## config.mk

```make
export PLATFORM = sky130hd
export DESIGN_NAME = sw_word_entry_flat
export DESIGN_NICKNAME = d
export VERILOG_FILES = /design/src/rtl/sw_word_entry_pkg.sv /design/src/rtl/sw_word_entry_if.sv /design/src/rtl/sw_word_entry_key_debounce.sv /design/src/rtl/sw_word_entry.sv /design/src/flat_wrapper.sv
export SDC_FILE = /design/constraint.sdc
export NUM_CORES = 1
export LEC_CHECK = 0
export CAP_MARGIN = 20
export CORE_MARGIN = 10
export CORE_UTILIZATION = 30
export CTS_CLUSTER_DIAMETER = 120
export DETAILED_ROUTE_END_ITERATION = 7
export PLACE_DENSITY_LB_ADDON = 0.2
export SYNTH_ARGS = -nofsm -noshare
export SYNTH_HDL_FRONTEND = slang
export SYNTH_SLANG_ARGS = --single-unit
```

## constraint.sdc

```tcl
create_clock -name clk -period 2.95 [get_ports clk]
set_clock_uncertainty 0.1 [all_clocks]
set_input_delay 0.295 -clock clk [delete_from_list [all_inputs] [get_ports clk]]
set_output_delay 0.295 -clock clk [all_outputs]
set_load 0.02 [all_outputs]
```

## src/rtl/sw_word_entry_pkg.sv

```systemverilog
// Shared types and constants for the hex-nibble word entry block.
package sw_entry_pkg;

  localparam int NIBBLES_PER_WORD = 8;
  localparam int NIBBLE_W         = 4;
  localparam int WORD_W           = 32;
  localparam int COUNT_W          = 4;

  typedef enum logic {
    ENTRY = 1'b0,
    HOLD  = 1'b1
  } entry_state_t;

  // Nibble count saturates once a full word has been keyed in.
  function automatic logic [COUNT_W-1:0] sat_inc_count(input logic [COUNT_W-1:0] count);
    if (count >= COUNT_W'(NIBBLES_PER_WORD)) begin
      return COUNT_W'(NIBBLES_PER_WORD);
    end
    return count + 1'b1;
  endfunction

endpackage

```

## src/rtl/sw_word_entry_if.sv

```systemverilog
// Committed-word handshake towards the system data-in port.
interface sw_word_entry_if;

  logic [sw_entry_pkg::WORD_W-1:0] data_word;
  logic                            data_valid;
  logic                            data_ack;

  modport master (
    output data_word,
    output data_valid,
    input  data_ack
  );

  modport slave (
    input  data_word,
    input  data_valid,
    output data_ack
  );

endinterface

```

## src/rtl/sw_word_entry_key_debounce.sv

```systemverilog
// Push-button conditioner: synchronizer, stability counter, one-cycle press pulse
// on a debounced 1->0 transition of the active-low input.
module key_debounce #(
  parameter int DEBOUNCE_CYCLES = 500000,
  parameter int SYNC_STAGES     = 2
) (
  input  logic clk,
  input  logic rst,
  input  logic key_n,
  output logic press_pulse
);

  localparam int CNT_W = (DEBOUNCE_CYCLES > 1) ? $clog2(DEBOUNCE_CYCLES) : 1;
  localparam logic [CNT_W-1:0] CNT_MAX = CNT_W'(DEBOUNCE_CYCLES - 1);

  logic [SYNC_STAGES-1:0] sync_reg;
  logic [CNT_W-1:0]       cnt_reg;
  logic                   prev_reg;
  logic                   level_reg;
  logic                   pulse_reg;
  logic                   sync_level;

  assign sync_level  = sync_reg[SYNC_STAGES-1];
  assign press_pulse = pulse_reg;

  always_ff @(posedge clk) begin
    if (rst) begin
      sync_reg  <= '1;
      cnt_reg   <= '0;
      prev_reg  <= 1'b1;
      level_reg <= 1'b1;
      pulse_reg <= 1'b0;
    end else begin
      sync_reg[0] <= key_n;
      for (int i = 1; i < SYNC_STAGES; i++) begin
        sync_reg[i] <= sync_reg[i-1];
      end
      prev_reg  <= sync_level;
      pulse_reg <= 1'b0;
      if (sync_level != prev_reg) begin
        cnt_reg <= '0;
      end else begin
        if (cnt_reg != CNT_MAX) begin
          cnt_reg <= cnt_reg + 1'b1;
        end
        // Accept the level only once it has been stable long enough; the
        // equality guard keeps a fresh edge from riding a saturated counter.
        if (cnt_reg == CNT_MAX) begin
          level_reg <= sync_level;
          pulse_reg <= level_reg & ~sync_level;
        end
      end
    end
  end

endmodule

```

## src/rtl/sw_word_entry.sv

```systemverilog
// Keys a 32-bit word in one hex nibble at a time and hands it off with valid/ack.
module sw_word_entry
  import sw_entry_pkg::*;
#(
  parameter int DEBOUNCE_CYCLES = 500000,
  parameter int SYNC_STAGES     = 2
) (
  input  logic                clk,
  input  logic                rst,
  input  logic [NIBBLE_W-1:0] sw_nibble,
  input  logic                key_enter_n,
  input  logic                key_commit_n,
  sw_word_entry_if.master     data_bus,
  output logic [WORD_W-1:0]   entry_word,
  output logic [COUNT_W-1:0]  nibble_count,
  output logic                busy
);

  logic [1:0] keys_n;
  logic [1:0] pulses;
  logic       enter_pulse;
  logic       commit_pulse;

  assign keys_n       = {key_commit_n, key_enter_n};
  assign enter_pulse  = pulses[0];
  assign commit_pulse = pulses[1];

  genvar gi;
  generate
    for (gi = 0; gi < 2; gi++) begin : g_key
      key_debounce #(
        .DEBOUNCE_CYCLES(DEBOUNCE_CYCLES),
        .SYNC_STAGES    (SYNC_STAGES)
      ) u_key_debounce (
        .clk        (clk),
        .rst        (rst),
        .key_n      (keys_n[gi]),
        .press_pulse(pulses[gi])
      );
    end
  endgenerate

  entry_state_t state_reg;
  entry_state_t state_next;

  logic [WORD_W-1:0]  entry_word_reg;
  logic [WORD_W-1:0]  data_word_reg;
  logic [COUNT_W-1:0] nibble_count_reg;
  logic               data_valid_reg;
  logic [WORD_W-1:0]  shifted_word;
  logic               do_shift;
  logic               do_commit;
  logic               do_release;

  always_ff @(posedge clk) begin
    if (rst) begin
      state_reg <= ENTRY;
    end else begin
      state_reg <= state_next;
    end
  end

  always_comb begin
    state_next = state_reg;
    case (state_reg)
      ENTRY:   if (commit_pulse)      state_next = HOLD;
      HOLD:    if (data_bus.data_ack) state_next = ENTRY;
      default: state_next = ENTRY;
    endcase
  end

  always_comb begin
    do_shift   = 1'b0;
    do_commit  = 1'b0;
    do_release = 1'b0;
    case (state_reg)
      ENTRY: begin
        do_shift  = enter_pulse;
        do_commit = commit_pulse;
      end
      HOLD:    do_release = data_bus.data_ack;
      default: ;
    endcase
  end

  assign shifted_word = {entry_word_reg[WORD_W-NIBBLE_W-1:0], sw_nibble};

  always_ff @(posedge clk) begin
    if (rst) begin
      entry_word_reg   <= '0;
      data_word_reg    <= '0;
      nibble_count_reg <= '0;
      data_valid_reg   <= 1'b0;
    end else begin
      // A same-cycle enter is folded into the committed word before it is cleared.
      if (do_commit) begin
        data_word_reg    <= do_shift ? shifted_word : entry_word_reg;
        data_valid_reg   <= 1'b1;
        entry_word_reg   <= '0;
        nibble_count_reg <= '0;
      end else if (do_shift) begin
        entry_word_reg   <= shifted_word;
        nibble_count_reg <= sat_inc_count(nibble_count_reg);
      end
      if (do_release) begin
        data_valid_reg <= 1'b0;
      end
    end
  end

  assign data_bus.data_word  = data_word_reg;
  assign data_bus.data_valid = data_valid_reg;
  assign entry_word          = entry_word_reg;
  assign nibble_count        = nibble_count_reg;
  assign busy                = (state_reg == HOLD);

endmodule
```

## src/flat_wrapper.sv

```systemverilog
// flat-port wrapper written by rule: the top's interface ports become plain ports
module sw_word_entry_flat import sw_entry_pkg::*;
#(
  parameter int DEBOUNCE_CYCLES = 500000,
  parameter int SYNC_STAGES     = 2
)
  (clk, rst, sw_nibble, key_enter_n, key_commit_n, entry_word, nibble_count, busy, data_bus_data_word, data_bus_data_valid, data_bus_data_ack);
  sw_word_entry_if data_bus_i ();
  input  logic clk;
  input  logic rst;
  input  logic [NIBBLE_W-1:0] sw_nibble;
  input  logic key_enter_n;
  input  logic key_commit_n;
  output logic [WORD_W-1:0] entry_word;
  output logic [COUNT_W-1:0] nibble_count;
  output logic busy;
  output wire logic [$bits(data_bus_i.data_word)-1:0] data_bus_data_word;
  output wire logic [$bits(data_bus_i.data_valid)-1:0] data_bus_data_valid;
  input wire logic [$bits(data_bus_i.data_ack)-1:0] data_bus_data_ack;
  assign data_bus_data_word = data_bus_i.data_word;
  assign data_bus_data_valid = data_bus_i.data_valid;
  assign data_bus_i.data_ack = data_bus_data_ack;
  sw_word_entry #(.DEBOUNCE_CYCLES(DEBOUNCE_CYCLES), .SYNC_STAGES(SYNC_STAGES)) u_core (.clk(clk), .rst(rst), .sw_nibble(sw_nibble), .key_enter_n(key_enter_n), .key_commit_n(key_commit_n), .data_bus(data_bus_i), .entry_word(entry_word), .nibble_count(nibble_count), .busy(busy));
endmodule
```

==> results.ini, run 1 <==
[power]
p_seq_frac=0.444
p_per_area_nw_per_um2=597.8
clockPowerShare=0.536
total_power_uw=3646
vdd_drop_max_mv=0.3781
netSwitchingFraction=0.2041
p_comb_frac=0.020
p_switching_uw=744.2
intPower_uw=2902
leakagePower_uw=0.002069

[logic_synthesis]
synth_top_area_share=0.5117
yosys_warnings=0
ys_top_cells_by_count=118 x dfxtp_1, 58 x nor2_1, 47 x nand2_1, 42 x o21ai_0, 32 x mux2i_1
synth_cell_types=47
async_flop_share=0
synth-main-ff-cell=dfxtp_1
synth_most_common_cell=dfxtp_1
yosysTopAreaCell=dfxtp_1
syn_nets=511
synth_area_um2=4617
ys_ff_latch=118
avgSynthCellArea_um2=9.271
synthCells=498
synthTopCellsByArea=dfxtp_1 51%, mux2i_1 6.9%, nor2_1 4.7%
seq_area_frac_synth=0.5117
synth_edf_count=0

[place]
io_buffers=78
post-dp-hpwl_mm=7.994
dpl_cell_area_um2=5538
gp_congestion=0.7750

[worst_setup_path]
worst_setup_path_end_kind=flip-flop
cp.arrival_ps=2330
criticalPathCategory=reg2reg
r2r_start=u_core.g_key[1].u_key_debounce.cnt_reg[0]
start_kind=flip-flop
startpoint=u_core.g_key[1].u_key_debounce.cnt_reg[0]
timing.rr.end=u_core.g_key[1].u_key_debounce.level_reg
worstPathRequired_ps=3140
crit_end=u_core.g_key[1].u_key_debounce.level_reg
crit_fanout=9
rrSetupSlack_ps=810
ff2ff_path_depth=5

[layout]
final_layout_size_suffix_gt1_frac=0.08090
layout.nets=584
diodes=0
area_delta_synth_final_pct=32.11
largest_reg_flops=38
post-route-cell-area_um2=6100

[detailed_routing]
drt-total-wl_mm=11.47
wl_per_cell_um=14.92
drc=0
dr.first_iter.drc_count=183
via_per_inst=4.919
vias=3783
dr.pass1.iters=4
postRouteAntennaNets=0

[clock_tree]
ctsHoldBuffers=0
cts_resized=0
htreeDepth=4
cts_root_buf=clkbuf_16
cts_made_buffers=17
postCtsSetupBuffers=0
cts_max_path_buffers=2
clock_latency_ps=410
tritoncts=yes
clock_sinks=118
clkTransAtPathRegs_ps=50

[sta]
worst_pin_slew_ps=670.9
slew_violations=0
fmax_mhz=466.4
slew_headroom=0.5513
rsz0062_at_grt=false
setup_tns_ps=0
setup_violations=0
finalHoldViolations=0
min_period_over_period=0.7268
layout_min_cycle_time_ps=2144

[floorplanning]
initial_core_util=0.3048
dieArea_um2=20750
chipWidth_um=144.1
ios=79
dieHeight_um=144.1
num_rows=45
core_area_um2=15150

[global_route]
grt_max_degree=37
antenna_found_initial=0
grt_pass1_wl_mm=18.64
overflow=0
grt_usage=0.1134
first_global_vias=3695

[run_status]
status=complete, no violations

[hold_path]
hold_path.class=reg2reg

[job]
maxCapViolCount=0

==> power by group through the flow <==
stage	Combinational, uW	Clock, uW	Sequential (uW)
2_1_floorplan	49.4	0	1650
3_3_place_gp	74.3	0	1650
3_5_place_dp	75.3	0	1650
4_1_cts	75.8	2000	1620
5_1_grt	84.1	2070	1620
6_report	74.5	1950	1620
==> layer usage <==
metal,wire (um),vias to the layer above,global-route usage,share of wire
li1,-,1904,-,-
met1,5281,1786,0.1338,0.46
met2,5250,89,0.1794,0.46
met3,861,4,0.04493,0.075
met4,76,0,0.04729,0.0066
met5,0,-,0,0
==> cell type report <==
| type | count | area [um2] |
|---|---|---|
| timing repair buffer | 83 | 818.3 |
| sequential | 118 | 2362 |
| clock buffer | 20 | 456.7 |
| tap | 188 | 235.2 |
| inverter | 9 | 33.78 |
| multi-input combinational | 342 | 2088 |
| clock inverter | 9 | 105.1 |
| fill | 1474 | 9046 |
==> cells by family after synthesis <==
kind of cell             after synthesis  share of synthesized area
flip-flops                           118                     0.5117
adder cells (fa/ha/maj)                4                    0.01084
buffers and inverters                 38                    0.03821
XOR/XNOR                              18                    0.03415
AND/OR/NAND/NOR                      200                     0.2249
multiplexers                          32                    0.06938
AO/OA/AOI/OAI                         88                     0.1108
==> cell usage in the layout, fill, tap and decap left out, drive strengths merged, types with 2 or more instances in the layout <==
cell type,instances
nand3,11
a41oi,3
dfxtp,118
nand2,47
nor2,58
mux2i,32
nor2b,3
nor3,9
ha,4
xnor2,4
o21ai,42
clkinv,6
a2111oi,2
a311oi,2
nor4,6
bufinv,2
nand3b,3
buf,5
clkdlybuf4s50,78
a31oi,6
a211oi,4
nand2b,3
a21boi,2
and4,8
a21oi,19
o31ai,4
xor2,14
and3,3
inv,9
clkbuf,20
or4,7
nand4,17
or2,9
nor4b,3
o32ai,2
or3,7
==> critical path: stages (launching register included) <==
cell and delay (ps):
dfxtp_1 380, ha_1 270, nand4_2 250, or4_1 610
o32ai_1 310, a21oi_1 100
==> worst min-delay path by stage <==
stage / depth (start not counted) / from / end
after detailed placement: 1 / u_core.g_key[0].u_key_debounce.sync_reg[0] / u_core.g_key[0].u_key_debounce.sync_reg[1]
after CTS: 1 / u_core.g_key[0].u_key_debounce.sync_reg[0] / u_core.g_key[0].u_key_debounce.sync_reg[1]
after floorplan: 1 / u_core.g_key[0].u_key_debounce.sync_reg[0] / u_core.g_key[0].u_key_debounce.sync_reg[1]
after global placement: 1 / u_core.g_key[0].u_key_debounce.sync_reg[0] / u_core.g_key[0].u_key_debounce.sync_reg[1]
after global routing: 1 / u_core.g_key[0].u_key_debounce.sync_reg[0] / u_core.g_key[0].u_key_debounce.sync_reg[1]
final: 1 / u_core.g_key[0].u_key_debounce.sync_reg[0] / u_core.g_key[0].u_key_debounce.sync_reg[1]
==> per-stage QoR <==
step	utilization	hold WS (ps)	setup WS (ps)	cells
5_1_grt	0.4027	316.8	670.8	769
4_1_cts	0.4027	305.4	838.8	769
6_report	0.4027	306.1	806.0	769
3_5_place_dp	0.3656	292.3	743.4	740
2_1_floorplan	-	289.5	1092	498
3_3_place_gp	0.3656	295.0	780.9	740
No activity file was read; power rests on OpenSTA's default activity.
==> inputs of run 2 (changes only) <==
==> constraint.sdc (replaced) <==
create_clock -name clk -period 2 [get_ports clk]
set_clock_uncertainty 0.1 [all_clocks]
set_input_delay 0.2 -clock clk [delete_from_list [all_inputs] [get_ports clk]]
set_output_delay 0.2 -clock clk [all_outputs]
set_load 0.02 [all_outputs]
==> run 2 against run 1 <==
Compared with the run above: via count increased by 4.7%; largest cell class unchanged; clock power grew 74%; critical endpoint unchanged; final area grew 4.7%; largest power group unchanged; wire length is 4.3% higher; utilization grew 1.9 points.
==> results.ini, run 2 (synthesis results as in run 1) <==
[detailed_routing]
drc=0
dr_wl_met2_mm=5.653
via_per_inst=5.024
wl_met3_um=811
drt-total-wl_mm=11.96
dr.first_iter.drc_count=155
wl_met1_mm=5.327
postRouteAntennaNets=0
vias=3959
wl_per_cell_um=15.18
dr.pass1.iters=4
routed.top_layer=met4

[global_route]
antenna_found_initial=0
overflow=0
grt_pass1_wl_mm=19.44
grt_usage=0.1173
grt_max_degree=37
first_global_vias=3885

[layout]
area_delta_synth_final_pct=38.37
post-route-cell-area_um2=6389
final_layout_size_suffix_gt1_frac=0.1133
largest_reg_flops=38
utilization=0.4218
diodes=0
layout_commonest_cell=dfxtp_1
multiInputGateArea_um2=2105
nFillCells=1458
regArea_um2=2362
stdcell_count=788
layout.nets=600
final_cell_mix=118 x dfxtp_1, 78 x clkdlybuf4s50_1, 57 x nor2_1

[sta]
slew_violations=0
worst_pin_slew_ps=586.8
setup_tns_ps=0
min_period_over_period=0.9758
setup_violations=0
finalHoldViolations=0
rsz0062_at_grt=false
fmax_mhz=512.4
layout_min_cycle_time_ps=1952
slew_headroom=0.6035

[worst_setup_path]
crit_end=u_core.g_key[1].u_key_debounce.level_reg
rrSetupSlack_ps=50
crit_fanout=5
worst_setup_path_end_kind=flip-flop
timing.rr.end=u_core.g_key[1].u_key_debounce.level_reg
start_kind=flip-flop
worstPathRequired_ps=2190
ff2ff_path_depth=5
criticalPathCategory=reg2reg
startpoint=u_core.g_key[1].u_key_debounce.cnt_reg[0]
cp.arrival_ps=2140
r2r_start=u_core.g_key[1].u_key_debounce.cnt_reg[0]

[clock_tree]
tritoncts=yes
clkTransAtPathRegs_ps=50
cts_max_path_buffers=2
cts_resized=0
cts_root_buf=clkbuf_16
htreeDepth=4
cts_made_buffers=17
ctsHoldBuffers=0
clock_sinks=118
postCtsSetupBuffers=0
clock_latency_ps=410

[floorplanning]
num_rows=45
ios=79
initial_core_util=0.3048
chipWidth_um=144.1
core_area_um2=15150
dieHeight_um=144.1
dieArea_um2=20750

[power]
total_power_uw=5907
p_switching_uw=1169
leakagePower_uw=0.002217
p_seq_frac=0.404
clockPowerShare=0.574
vdd_drop_max_mv=0.4862
p_per_area_nw_per_um2=924.7
netSwitchingFraction=0.1978
intPower_uw=4739
p_comb_frac=0.021

[run_status]
status=complete, no violations

[hold_path]
hold_path.class=in2reg

[job]
maxCapViolCount=0

[place]
io_buffers=78
post-dp-hpwl_mm=8.486
gp_congestion=0.7870
dpl_cell_area_um2=5708
placedCellCount=756

==> run 2: cell count changes in the layout (fill, tap and decap cells not counted), sizes merged <==
cell	previous run	this run
buf	5	21
bufinv	2	5
clkbuf	20	21
clkinv	6	3
inv	9	11
==> run 2: worst min-delay path by stage <==
stage	start	to	slack (ps)	depth (start not counted)
after floorplan	key_enter_n	u_core.g_key[0].u_key_debounce.sync_reg[0]	200	1
after global placement	u_core.g_key[1].u_key_debounce.sync_reg[0]	u_core.g_key[1].u_key_debounce.sync_reg[1]	290	1
after detailed placement	u_core.g_key[1].u_key_debounce.sync_reg[0]	u_core.g_key[1].u_key_debounce.sync_reg[1]	300	1
after CTS	key_enter_n	u_core.g_key[0].u_key_debounce.sync_reg[0]	240	2
after global routing	key_enter_n	u_core.g_key[0].u_key_debounce.sync_reg[0]	240	2
final	key_enter_n	u_core.g_key[0].u_key_debounce.sync_reg[0]	250	2
==> run 2: area by class of cell <==
| class | count | area share |
|---|---|---|
| Clock buffer | 21 | 0.07364 |
| Clock inverter | 11 | 0.03036 |
| Inverter | 9 | 0.005288 |
| Multi-Input combinational cell | 342 | 0.3294 |
| Sequential cell | 118 | 0.3698 |
| Tap cell | 188 | 0.03682 |
| Timing Repair Buffer | 99 | 0.1547 |
==> run 2: power by group through the flow <==
| stage | Clock [uW] | Sequential (uW) | Combinational [uW] |
|---|---|---|---|
| global route | 3580 | 2390 | 142 |
| detailed placement | 0 | 2440 | 126 |
| floorplan | 0 | 2430 | 72.8 |
| finish | 3390 | 2390 | 127 |
| global placement | 0 | 2430 | 123 |
| CTS | 3470 | 2380 | 126 |
==> run 2: metal layers <==
layer  GRT usage  vias up
met5           0        -
met4     0.05427        0
met3     0.03739       13
met2      0.1949       86
met1      0.1344     1911
li1            -     1949
==> run 2: critical path, cell delays in order (launching register included) <==
cell,delay [ps]
dfxtp_1,430
ha_4,190
nand4_2,150
or4_1,560
o32ai_1,290
a21oi_1,110
==> run 2: metrics by stage <==
stage                     hold slack, ps  worst slack [ps]
after floorplan                    203.8             141.8
after global placement             293.7             98.51
after detailed placement           300.6             32.93
after CTS                          239.8             5.973
after global routing               243.2             4.573
final                              254.5             48.50
